$ cat src/rtl/icc_pkg.sv
// ----------------------------------------------------------------------------
// icc_pkg
// Shared types and constants for the ICC link framer (RX and TX sides).
//   state_e        : frame sync FSM states (HUNT/VERIFY/LOCKED), 2-bit encoded
//   COMMA_DEFAULT  : comma word marking the start of every frame
//   K_ALL          : rxcharisk pattern of a full K word (both bytes K)
//   sat_inc()      : saturating increment for counters up to CNT_MAXW bits
// ----------------------------------------------------------------------------
package icc_pkg;

    typedef enum logic [1:0] {
        ST_HUNT   = 2'd0,
        ST_VERIFY = 2'd1,
        ST_LOCKED = 2'd2
    } state_e;

    localparam logic [15:0] COMMA_DEFAULT = 16'h5cbc;
    localparam logic [1:0]  K_ALL         = 2'b11;
    localparam int          CNT_MAXW      = 32;

    // Increment v, holding at all-ones of a w-bit counter (w <= CNT_MAXW).
    // Callers zero-extend into CNT_MAXW and truncate the result back.
    function automatic logic [CNT_MAXW-1:0] sat_inc(input logic [CNT_MAXW-1:0] v,
                                                    input int w);
        logic [CNT_MAXW:0] lim;
        lim = ({{CNT_MAXW{1'b0}}, 1'b1} << w) - {{CNT_MAXW{1'b0}}, 1'b1};
        return (v == lim[CNT_MAXW-1:0]) ? v : v + {{(CNT_MAXW-1){1'b0}}, 1'b1};
    endfunction

endpackage

$ cat src/rtl/icc_rx_frame_sync_if.sv
// ----------------------------------------------------------------------------
// icc_rx_frame_sync_if
// Word stream into and out of the RX framer.
//   rxdata/rxcharisk/rxstb : raw words from the GT wrapper
//   dout/dout_stb          : aligned words, one clk later
//   sof/word_idx           : frame start flag and in-frame index of dout
// Modports: master = GT side source / downstream sink, slave = framer.
// ----------------------------------------------------------------------------
interface icc_rx_frame_sync_if #(
    parameter int DWIDTH    = 16,
    parameter int FRAME_LEN = 32
);
    localparam int IDXW = $clog2(FRAME_LEN);

    logic [DWIDTH-1:0]   rxdata;
    logic [DWIDTH/8-1:0] rxcharisk;
    logic                rxstb;
    logic [DWIDTH-1:0]   dout;
    logic                dout_stb;
    logic                sof;
    logic [IDXW-1:0]     word_idx;

    modport master (
        output rxdata, rxcharisk, rxstb,
        input  dout, dout_stb, sof, word_idx
    );

    modport slave (
        input  rxdata, rxcharisk, rxstb,
        output dout, dout_stb, sof, word_idx
    );
endinterface

$ cat src/rtl/icc_seq_check.sv
// ----------------------------------------------------------------------------
// icc_seq_check
// Checks that successive data words form an incrementing (mod 2^DWIDTH)
// sequence. The first word after a flush only seeds the reference; a
// mismatch pulses seq_err, bumps the saturating counter and reseeds.
//   clk, reset   : clock, synchronous active-high reset
//   stb          : word is a data word to be checked (framer is locked)
//   word         : the data word
//   flush        : invalidate the seed (loss of lock)
//   seq_err      : registered one-cycle mismatch pulse
//   seq_err_cnt  : saturating mismatch count
// ----------------------------------------------------------------------------
module icc_seq_check
    import icc_pkg::*;
#(
    parameter int DWIDTH  = 16,
    parameter int ERRCNTW = 16
) (
    input  logic               clk,
    input  logic               reset,
    input  logic               stb,
    input  logic [DWIDTH-1:0]  word,
    input  logic               flush,
    output logic               seq_err,
    output logic [ERRCNTW-1:0] seq_err_cnt
);

    logic               valid_q, valid_d;
    logic [DWIDTH-1:0]  prev_q, prev_d;
    logic               err_q, err_d;
    logic [ERRCNTW-1:0] cnt_q, cnt_d;

    always_comb begin
        valid_d = valid_q;
        prev_d  = prev_q;
        err_d   = 1'b0;
        cnt_d   = cnt_q;
        if (stb) begin
            // Every checked word becomes the new reference, so a mismatch
            // reseeds from the received value.
            prev_d  = word;
            valid_d = 1'b1;
            if (valid_q && (word != prev_q + DWIDTH'(1))) begin
                err_d = 1'b1;
                cnt_d = ERRCNTW'(sat_inc(CNT_MAXW'(cnt_q), ERRCNTW));
            end
        end
        // Flush wins over seeding, but an error on the same word still counts.
        if (flush) valid_d = 1'b0;
    end

    always_ff @(posedge clk) begin
        if (reset) begin
            valid_q <= 1'b0;
            prev_q  <= '0;
            err_q   <= 1'b0;
            cnt_q   <= '0;
        end else begin
            valid_q <= valid_d;
            prev_q  <= prev_d;
            err_q   <= err_d;
            cnt_q   <= cnt_d;
        end
    end

    assign seq_err     = err_q;
    assign seq_err_cnt = cnt_q;

endmodule

$ cat src/rtl/icc_rx_frame_sync.sv
// ----------------------------------------------------------------------------
// icc_rx_frame_sync
// RX framer behind the ICC GT wrapper. Hunts for the comma, verifies it
// recurs every FRAME_LEN words, holds lock until UNLOCK_FRAMES consecutive
// bad frames, and forwards words tagged with their in-frame index.
//   clk, reset     : RX user clock, synchronous active-high reset
//   bus (slave)    : rxdata/rxcharisk/rxstb in, dout/dout_stb/sof/word_idx out
//   locked, state  : FSM status (0 HUNT, 1 VERIFY, 2 LOCKED)
//   frame_err_cnt  : saturating count of bad frames while locked
//   seq_err(_cnt)  : data sequence mismatch pulse and saturating count
// All state advances only on rxstb; outputs lag the input word by one clk.
// ----------------------------------------------------------------------------
module icc_rx_frame_sync
    import icc_pkg::*;
#(
    parameter int                DWIDTH        = 16,
    parameter int                FRAME_LEN     = 32,
    parameter logic [DWIDTH-1:0] COMMA         = DWIDTH'(COMMA_DEFAULT),
    parameter int                LOCK_FRAMES   = 4,
    parameter int                UNLOCK_FRAMES = 3,
    parameter int                ERRCNTW       = 16
) (
    input  logic               clk,
    input  logic               reset,
    icc_rx_frame_sync_if.slave bus,
    output logic               locked,
    output logic [1:0]         state,
    output logic [ERRCNTW-1:0] frame_err_cnt,
    output logic               seq_err,
    output logic [ERRCNTW-1:0] seq_err_cnt
);

    localparam int IDXW  = $clog2(FRAME_LEN);
    localparam int KBITS = DWIDTH / 8;
    localparam int GW    = $clog2(LOCK_FRAMES) + 1;
    localparam int BW    = $clog2(UNLOCK_FRAMES) + 1;

    state_e             state_q, state_d;
    logic [IDXW-1:0]    idx_q, idx_d;
    logic [GW-1:0]      good_q, good_d;
    logic [BW-1:0]      badrun_q, badrun_d;
    logic               bad_q, bad_d;
    logic [ERRCNTW-1:0] ferr_q, ferr_d;
    logic [DWIDTH-1:0]  dout_q, dout_d;
    logic               dout_stb_q, dout_stb_d;
    logic               sof_q, sof_d;
    logic [IDXW-1:0]    word_idx_q, word_idx_d;

    logic               is_comma, is_kerr, is_data;
    logic               seq_stb, seq_flush;
    logic [GW-1:0]      good_inc;
    logic [BW-1:0]      badrun_inc;

    assign is_comma   = (bus.rxcharisk == KBITS'(K_ALL)) && (bus.rxdata == COMMA);
    assign is_data    = (bus.rxcharisk == '0);
    // Any other K pattern means the byte lanes are misaligned.
    assign is_kerr    = !is_data && !is_comma;
    assign good_inc   = good_q + GW'(1);
    assign badrun_inc = badrun_q + BW'(1);

    always_comb begin
        state_d    = state_q;
        idx_d      = idx_q;
        good_d     = good_q;
        badrun_d   = badrun_q;
        bad_d      = bad_q;
        ferr_d     = ferr_q;
        dout_d     = dout_q;
        dout_stb_d = 1'b0;
        sof_d      = 1'b0;
        word_idx_d = word_idx_q;
        seq_stb    = 1'b0;
        seq_flush  = 1'b0;

        if (bus.rxstb) begin
            dout_d     = bus.rxdata;
            dout_stb_d = 1'b1;
            idx_d      = idx_q + IDXW'(1);
            word_idx_d = idx_q;

            case (state_q)
                ST_HUNT: begin
                    word_idx_d = '0;
                    idx_d      = '0;
                    if (is_comma) begin
                        state_d = ST_VERIFY;
                        idx_d   = IDXW'(1);
                        good_d  = '0;
                    end
                end

                ST_VERIFY: begin
                    if (is_kerr) begin
                        state_d = ST_HUNT;
                        idx_d   = '0;
                    end else if (idx_q == '0) begin
                        if (is_comma) begin
                            good_d = good_inc;
                            // The comma that opened VERIFY is frame 0.
                            if (good_inc == GW'(LOCK_FRAMES - 1)) begin
                                state_d  = ST_LOCKED;
                                bad_d    = 1'b0;
                                badrun_d = '0;
                            end
                        end else begin
                            state_d = ST_HUNT;
                            idx_d   = '0;
                        end
                    end else if (is_comma) begin
                        // Comma off-position: restart the frame on this word.
                        idx_d      = IDXW'(1);
                        good_d     = '0;
                        word_idx_d = '0;
                    end
                end

                ST_LOCKED: begin
                    seq_stb = is_data;
                    if (idx_q == '0) begin
                        sof_d = is_comma;
                        bad_d = 1'b0;
                        // Frame verdict: anything flagged so far, or a missing comma.
                        if (bad_q || !is_comma) begin
                            ferr_d = ERRCNTW'(sat_inc(CNT_MAXW'(ferr_q), ERRCNTW));
                            if (badrun_inc == BW'(UNLOCK_FRAMES)) begin
                                state_d   = ST_HUNT;
                                badrun_d  = '0;
                                idx_d     = '0;
                                seq_flush = 1'b1;
                            end else begin
                                badrun_d = badrun_inc;
                            end
                        end else begin
                            badrun_d = '0;
                        end
                    end else if (is_comma || is_kerr) begin
                        bad_d = 1'b1;
                    end
                end

                default: begin
                    state_d = ST_HUNT;
                    idx_d   = '0;
                end
            endcase
        end
    end

    always_ff @(posedge clk) begin
        if (reset) begin
            state_q    <= ST_HUNT;
            idx_q      <= '0;
            good_q     <= '0;
            badrun_q   <= '0;
            bad_q      <= 1'b0;
            ferr_q     <= '0;
            dout_q     <= '0;
            dout_stb_q <= 1'b0;
            sof_q      <= 1'b0;
            word_idx_q <= '0;
        end else begin
            state_q    <= state_d;
            idx_q      <= idx_d;
            good_q     <= good_d;
            badrun_q   <= badrun_d;
            bad_q      <= bad_d;
            ferr_q     <= ferr_d;
            dout_q     <= dout_d;
            dout_stb_q <= dout_stb_d;
            sof_q      <= sof_d;
            word_idx_q <= word_idx_d;
        end
    end

    icc_seq_check #(
        .DWIDTH (DWIDTH),
        .ERRCNTW(ERRCNTW)
    ) u_seq (
        .clk        (clk),
        .reset      (reset),
        .stb        (seq_stb),
        .word       (bus.rxdata),
        .flush      (seq_flush),
        .seq_err    (seq_err),
        .seq_err_cnt(seq_err_cnt)
    );

    assign bus.dout      = dout_q;
    assign bus.dout_stb  = dout_stb_q;
    assign bus.sof       = sof_q;
    assign bus.word_idx  = word_idx_q;
    assign state         = state_q;
    assign locked        = (state_q == ST_LOCKED);
    assign frame_err_cnt = ferr_q;

endmodule

$ cat src/flat_wrapper.sv
// flat-port wrapper written by rule: the top's interface ports become plain ports
module icc_rx_frame_sync_flat import icc_pkg::*;
#(
    parameter int                DWIDTH        = 16,
    parameter int                FRAME_LEN     = 32,
    parameter logic [DWIDTH-1:0] COMMA         = DWIDTH'(COMMA_DEFAULT),
    parameter int                LOCK_FRAMES   = 4,
    parameter int                UNLOCK_FRAMES = 3,
    parameter int                ERRCNTW       = 16
)
  (clk, reset, locked, state, frame_err_cnt, seq_err, seq_err_cnt, bus_rxdata, bus_rxcharisk, bus_rxstb, bus_dout, bus_dout_stb, bus_sof, bus_word_idx);
  icc_rx_frame_sync_if #(.DWIDTH(DWIDTH), .FRAME_LEN(FRAME_LEN)) bus_i ();
  input  logic clk;
  input  logic reset;
  output logic locked;
  output logic [1:0] state;
  output logic [ERRCNTW-1:0] frame_err_cnt;
  output logic seq_err;
  output logic [ERRCNTW-1:0] seq_err_cnt;
  input wire logic [$bits(bus_i.rxdata)-1:0] bus_rxdata;
  input wire logic [$bits(bus_i.rxcharisk)-1:0] bus_rxcharisk;
  input wire logic [$bits(bus_i.rxstb)-1:0] bus_rxstb;
  output wire logic [$bits(bus_i.dout)-1:0] bus_dout;
  output wire logic [$bits(bus_i.dout_stb)-1:0] bus_dout_stb;
  output wire logic [$bits(bus_i.sof)-1:0] bus_sof;
  output wire logic [$bits(bus_i.word_idx)-1:0] bus_word_idx;
  assign bus_i.rxdata = bus_rxdata;
  assign bus_i.rxcharisk = bus_rxcharisk;
  assign bus_i.rxstb = bus_rxstb;
  assign bus_dout = bus_i.dout;
  assign bus_dout_stb = bus_i.dout_stb;
  assign bus_sof = bus_i.sof;
  assign bus_word_idx = bus_i.word_idx;
  icc_rx_frame_sync #(.DWIDTH(DWIDTH), .FRAME_LEN(FRAME_LEN), .COMMA(COMMA), .LOCK_FRAMES(LOCK_FRAMES), .UNLOCK_FRAMES(UNLOCK_FRAMES), .ERRCNTW(ERRCNTW)) u_core (.clk(clk), .reset(reset), .bus(bus_i), .locked(locked), .state(state), .frame_err_cnt(frame_err_cnt), .seq_err(seq_err), .seq_err_cnt(seq_err_cnt));
endmodule
$ cat config.mk
export PLATFORM = sky130hd
export DESIGN_NAME = icc_rx_frame_sync_flat
export DESIGN_NICKNAME = d
export VERILOG_FILES = /design/src/rtl/icc_pkg.sv /design/src/rtl/icc_rx_frame_sync_if.sv /design/src/rtl/icc_seq_check.sv /design/src/rtl/icc_rx_frame_sync.sv /design/src/flat_wrapper.sv
export SDC_FILE = /design/constraint.sdc
export NUM_CORES = 1
export LEC_CHECK = 0
export ABC_CLOCK_PERIOD_IN_PS = 3100
export BUFFER_PORTS_ARGS = -buffer_cell sky130_fd_sc_hd__buf_2
export CORE_MARGIN = 2
export CORE_UTILIZATION = 55
export CTS_CLUSTER_DIAMETER = 50
export CTS_CLUSTER_SIZE = 24
export DETAILED_ROUTE_END_ITERATION = 8
export MAX_ROUTING_LAYER = met4
export PLACE_DENSITY = 0.79
export SYNTH_ARGS = -nofsm -noshare
export SYNTH_HDL_FRONTEND = slang
export SYNTH_SLANG_ARGS = --single-unit
$ cat constraint.sdc
create_clock -name clk -period 3.1 [get_ports clk]
set_input_delay 0.62 -clock clk [delete_from_list [all_inputs] [get_ports clk]]
set_output_delay 0.62 -clock clk [all_outputs]
set_load 0.01 [all_outputs]
* Word level (Yosys, flattened, before mapping)
Index checks and enable logic that the tools add are counted.
** Storage, ports and cells
- Flip-flop bits (word level) :: 87
- Output and inout port bits :: 59
- Word-level logic and storage cells :: 119
- Input port bits :: 21
** Operators by class
- Add/subtract/negate cells :: 6
- Reductions and logical operators :: 21
- Multiplexer cells :: 51
- Equal/unequal tests :: 21
- Bitwise gates (word level) :: 6
** Operators with widths (number)
- $mux 5 :: 10
- $add 16x1->16 const B :: 3
- $mux 3 :: 11
- $eq 16x16->1 const B :: 2
- $reduce_and 7->1 :: 3
- $eq 16x15->1 const B :: 1
- $mux 1 :: 16
- $mux 2 :: 8
- $ne 16x16->1 :: 1
- $pmux 5 s3 :: 1
- $ne 2x1->1 const B :: 7
- $pmux 3 s2 :: 2
- $pmux 5 s2 :: 1
- $add 3x1->3 const B :: 2
- $eq 3x2->1 const B :: 2
- $ne 3x1->1 const B :: 2
- $not 1->1 :: 6
- $pmux 2 s3 :: 1
- $add 5x1->5 const B :: 1
- $logic_not 5->1 :: 1
- $reduce_and 5->1 :: 1
- $eq 2x2->1 const B :: 2
- $logic_not 2->1 :: 2
- $ne 4x4->1 const B :: 1
- 12 further kinds :: 18

* Depth between registers and ports, before layout
- Depth in word-level cells :: 9
- Mapped depth :: 10
- Depth with buffers taken out :: 9

* Hierarchy
A second synthesis with hierarchy kept.
** Unflattened totals
- Cell total of the unflattened synthesis :: 536
- Area total of the unflattened synthesis :: 4744.6 um2
** By module, submodules not included
- icc_rx_frame_sync :: cells an instance 302, seq. area each 1061.0 um2, times used 1, area an instance 2693.8 um2
- icc_seq_check :: cells an instance 234, seq. area each 680.7 um2, times used 1, area an instance 2050.7 um2

* Worst setup path before layout
Ideal clock, no wire load.
- Path kind :: in2reg
- Start point :: input bus_rxdata[9]
- End point :: register u_core.u_seq.cnt_q[6], in the netlist u_core.u_seq.seq_err_cnt[6]
- Buffers on the path :: 1
- Setup time :: 121 ps
- Path slack :: 412 ps
- Data required time :: 2979 ps
- Arrival :: 2566 ps
- Stages on the path :: 8
- Cell sequence :: xnor2_1 or4_4 a2111oi_4 o2111ai_1 o311ai_4 buf_6 nor3b_1 mux2_4
** On the way
- Word-level cells in the longest chain between the ends :: 3
** RTL lines
- start: declaration :: line flat_wrapper.sv:20 : input wire logic [$bits(bus_i.rxdata)-1:0] bus_rxdata;
- $ne 16x16->1 :: line icc_seq_check.sv:43 : if (valid_q && (word != prev_q + DWIDTH'(1))) begin
- $logic_and 1x1->1 :: line icc_seq_check.sv:43
- $reduce_and 3->1 (no source line)
- end signal: assignment :: line icc_seq_check.sv:62 : cnt_q <= cnt_d;
- end: declaration :: line icc_seq_check.sv:31 : logic [ERRCNTW-1:0] cnt_q, cnt_d;
No other way between the ends.
A chain may end at the register's enable or synchronous reset.

* Worst setup path in the final report
- Start point :: register u_core.u_seq.prev_q[0]
- End point :: register u_core.u_seq.cnt_q[6], in the netlist u_core.u_seq.seq_err_cnt[6]
** On the way
- Word-level cells in the longest chain between the ends :: 4
** RTL lines
- start: declaration :: line icc_seq_check.sv:29 : logic [DWIDTH-1:0] prev_q, prev_d;
- start signal: assignment :: line icc_seq_check.sv:60 : prev_q <= prev_d;
- $add 16x1->16 :: line icc_seq_check.sv:43
- $ne 16x16->1 :: line icc_seq_check.sv:43
- $logic_and 1x1->1 :: line icc_seq_check.sv:43
- $reduce_and 3->1 (no source line)
No other way between the ends.

==> metrics.txt <==
final global-route overflow total 0; count of unique library cells instantiated by Yosys 63; leading cell type in the layout, fill and taps excluded sky130_fd_sc_hd__dfxtp_1; grt peak-use layer met2; required time of the critical path 3.36 ns; DR WL/cell 15.0 um; overall die height 94.8 um; sinks on the clock net 87; power density over cell area 393 mW/mm2; largest net degree at the start of global routing 53; relative slew slack 48.7%; CP endpoint kind flip-flop; start-to-end type of the worst setup path reg -> reg; H-tree depth 3; Total Routed Length 10.9 mm; buffers added on ports 79; Global Route met2 Usage 40.6%; diode count 0; post-route ant nets 0; result of the run finished, final reports clean; GR Util met1 31.8%; Routability Congestion 0.942; highest ir drop seen on vdd 0.213 mV; wire length of the first global-routing pass 17.7 mm; final clock period utilization by the worst path 94.9%; number of cells in the design after placement 707; worst-case clock skew 0.0104 ns; relative area change from synthesis to final layout 16.5%; largest fanout of any net on the critical path 8; crit-path max cell delay 0.60 ns; register clock-pin slew on the reported worst setup and hold paths 0.09 ns; core area 0.00809 mm2; Total Die Area 0.00899 mm2; FMAX 0.340 GHz; fraction of the yosys area taken by sequential cells 38.4%; largest area contributor in the netlist sky130_fd_sc_hd__dfxtp_1; leakage power total 0.00205 uW; GRT met3 Usage 5.19%; via count 4190; GRT Overall Usage 25.1%; commonest cells after routing, fill and taps aside sky130_fd_sc_hd__dfxtp_1 (87), sky130_fd_sc_hd__buf_2 (79), sky130_fd_sc_hd__nand2_1 (66); share of post-route cells with drive strength above 1 21.5%; RSZ-0062 raised after global routing no; die width 94.8 um; initial antenna violation count 0; number of storage elements in the synthesis netlist 87; Min-Delay Path Class reg -> reg; worst-path cell with the longest stage delay sky130_fd_sc_hd__or4_4; Detailed Place HPWL 7.68 mm; hold_buf cts 0; total number of yosys warnings 0; Tightest Pin Transition 0.770 ns; ys flop type sky130_fd_sc_hd__dfxtp_1; Std-Cell Rows 33; sequence of cells on the critical path nand4_4 -> or4_4 -> a2111oi_4 -> o2111ai_1 -> o311ai_4 -> nor3b_1 -> mux2_4; Avg Synthesized Cell Area 8.47 um2; Total Neg Setup Slack 0 ns; clock tree from TritonCTS built; clock buffers created by TritonCTS 9; Cell Count, Final, Fillers Out 723; DR DRC count 0; area share of the largest cell type after synthesis 38.4%; post-synth design cell area 0.00454 mm2; worst reg2reg setup slack 0.16 ns; final net count 643; mean number of vias per cell 5.80; root buffer cell sky130_fd_sc_hd__clkbuf_8; source-to-sink clock delay at the later pin of the worst-skew pair 0.37 ns; Critical Path AT 3.20 ns; number of I/O pins 80; fraction of registers with async set or reset after synthesis 0%; number of global-route vias before repair 3796; Fin. Hold Viols 0; Gate Count Post-Synth 536; number of flops mapped to enable cells by yosys 0; number of max-capacitance violations reported 0; Net Count, Synth 566; startpoint kind of the worst setup timing path flip-flop; final slew viol count 0; minimum clock period after layout 2.94 ns; number of iterations in the first detailed-routing pass 5; cell types occupying the most area after synthesis sky130_fd_sc_hd__dfxtp_1 (38%), sky130_fd_sc_hd__nand2_1 (5.5%), sky130_fd_sc_hd__a21oi_1 (4.9%); number of endpoints failing setup at the final stage 0; initial core utilization 56.1%; buffer levels on the longest clock path 2; Detailed Route Iter0 Violations 196
## cell usage after synthesis (all sizes together), types with 7 or more instances
| cell | number |
|---|---|
| dfxtp | 87 |
| nand2 | 66 |
| nor2 | 55 |
| a21oi | 48 |
| nand3 | 30 |
| mux2i | 21 |
| xnor2 | 20 |
| clkbuf | 19 |
| xor2 | 17 |
| o31ai | 14 |
| inv | 13 |
| o21ai | 12 |
| buf | 11 |
| nand4 | 11 |
| nor3 | 10 |
| or4 | 10 |
| ha | 9 |
| or3 | 9 |
| nor2b | 7 |
## state kept, by name, summed over array words and instances, names as in the netlist, 2 cells and up
| signal | cells |
|---|---|
| u_core.state | 2 |
| u_core.bus.word_idx | 5 |
| u_core.good_q | 3 |
| u_core.badrun_q | 3 |
| u_core.u_seq.seq_err_cnt | 16 |
| u_core.bus.dout | 16 |
| u_core.frame_err_cnt | 16 |
| u_core.idx_q | 5 |
| u_core.u_seq.prev_q | 16 |
## per-layer routing
layer / wire, um / share of wire (%)
met5: 0 / 0
met3: 570 / 5.3
met2: 5230 / 48
met1: 4880 / 45
met4: 171 / 1.6
## layout make-up
class                           instances  area [um2]
Clock buffer                           11         141
Inverter                               14        52.6
Clock inverter                          5        57.6
Sequential cell                        87        1740
Fill cell                             733        2810
Timing Repair Buffer                   96         548
Tap cell                              105         131
Multi-Input combinational cell        405        2610
## where the power goes
group	internal (uW)	total (uW)	switching (uW)
Combinational	53.6	138	84.9
Clock	395	804	409
Sequential	1130	1140	7.01
## final timing paths
path         cells after the start                     from                          end
max                              7   u_core.u_seq.prev_q[0]  u_core.u_seq.seq_err_cnt[6]
max reg2reg                      7   u_core.u_seq.prev_q[0]  u_core.u_seq.seq_err_cnt[6]
min                              2  u_core.u_seq.prev_q[15]      u_core.u_seq.prev_q[15]
min reg2reg                      2  u_core.u_seq.prev_q[15]      u_core.u_seq.prev_q[15]
## worst max-delay path, delay by kind of cell, from the launching register on
family	cells	cell delay, ns
AND/OR/NAND/NOR	3	0.93
multiplexers	1	0.31
AO/OA/AOI/OAI	3	1.09
flip-flops	1	0.50
## cells by family after synthesis
| logic type | synth area share, % |
|---|---|
| mux | 5.29 |
| fa+ha+maj | 2.48 |
| xor+xnor | 7.64 |
| buf+inv | 4.25 |
| compound gates | 15.2 |
| flops | 38.4 |
| simple gates | 26.7 |
## through the flow
step           setup slack, ns  util [%]  area, um2  hold slack (ns)  power (uW)
4_1_cts                  0.120      65.2       5280            0.473        2090
2_1_floorplan            0.412         -       4540            0.435        1240
3_3_place_gp             0.131      62.7       5080            0.448        1300
3_5_place_dp            0.0885      62.7       5080            0.458        1300
6_report                 0.158      65.3       5290            0.471        2080
5_1_grt                 0.0378      65.3       5290            0.486        2140
## what timing repair did
action | in CTS | in global routing
setup endpoints to repair | 0 | 16
buffers inserted | 0 | 0
hold endpoints to repair | 0 | 0
gates resized for setup | 0 | 2
Note: power is estimated with default switching activity, not from simulation.
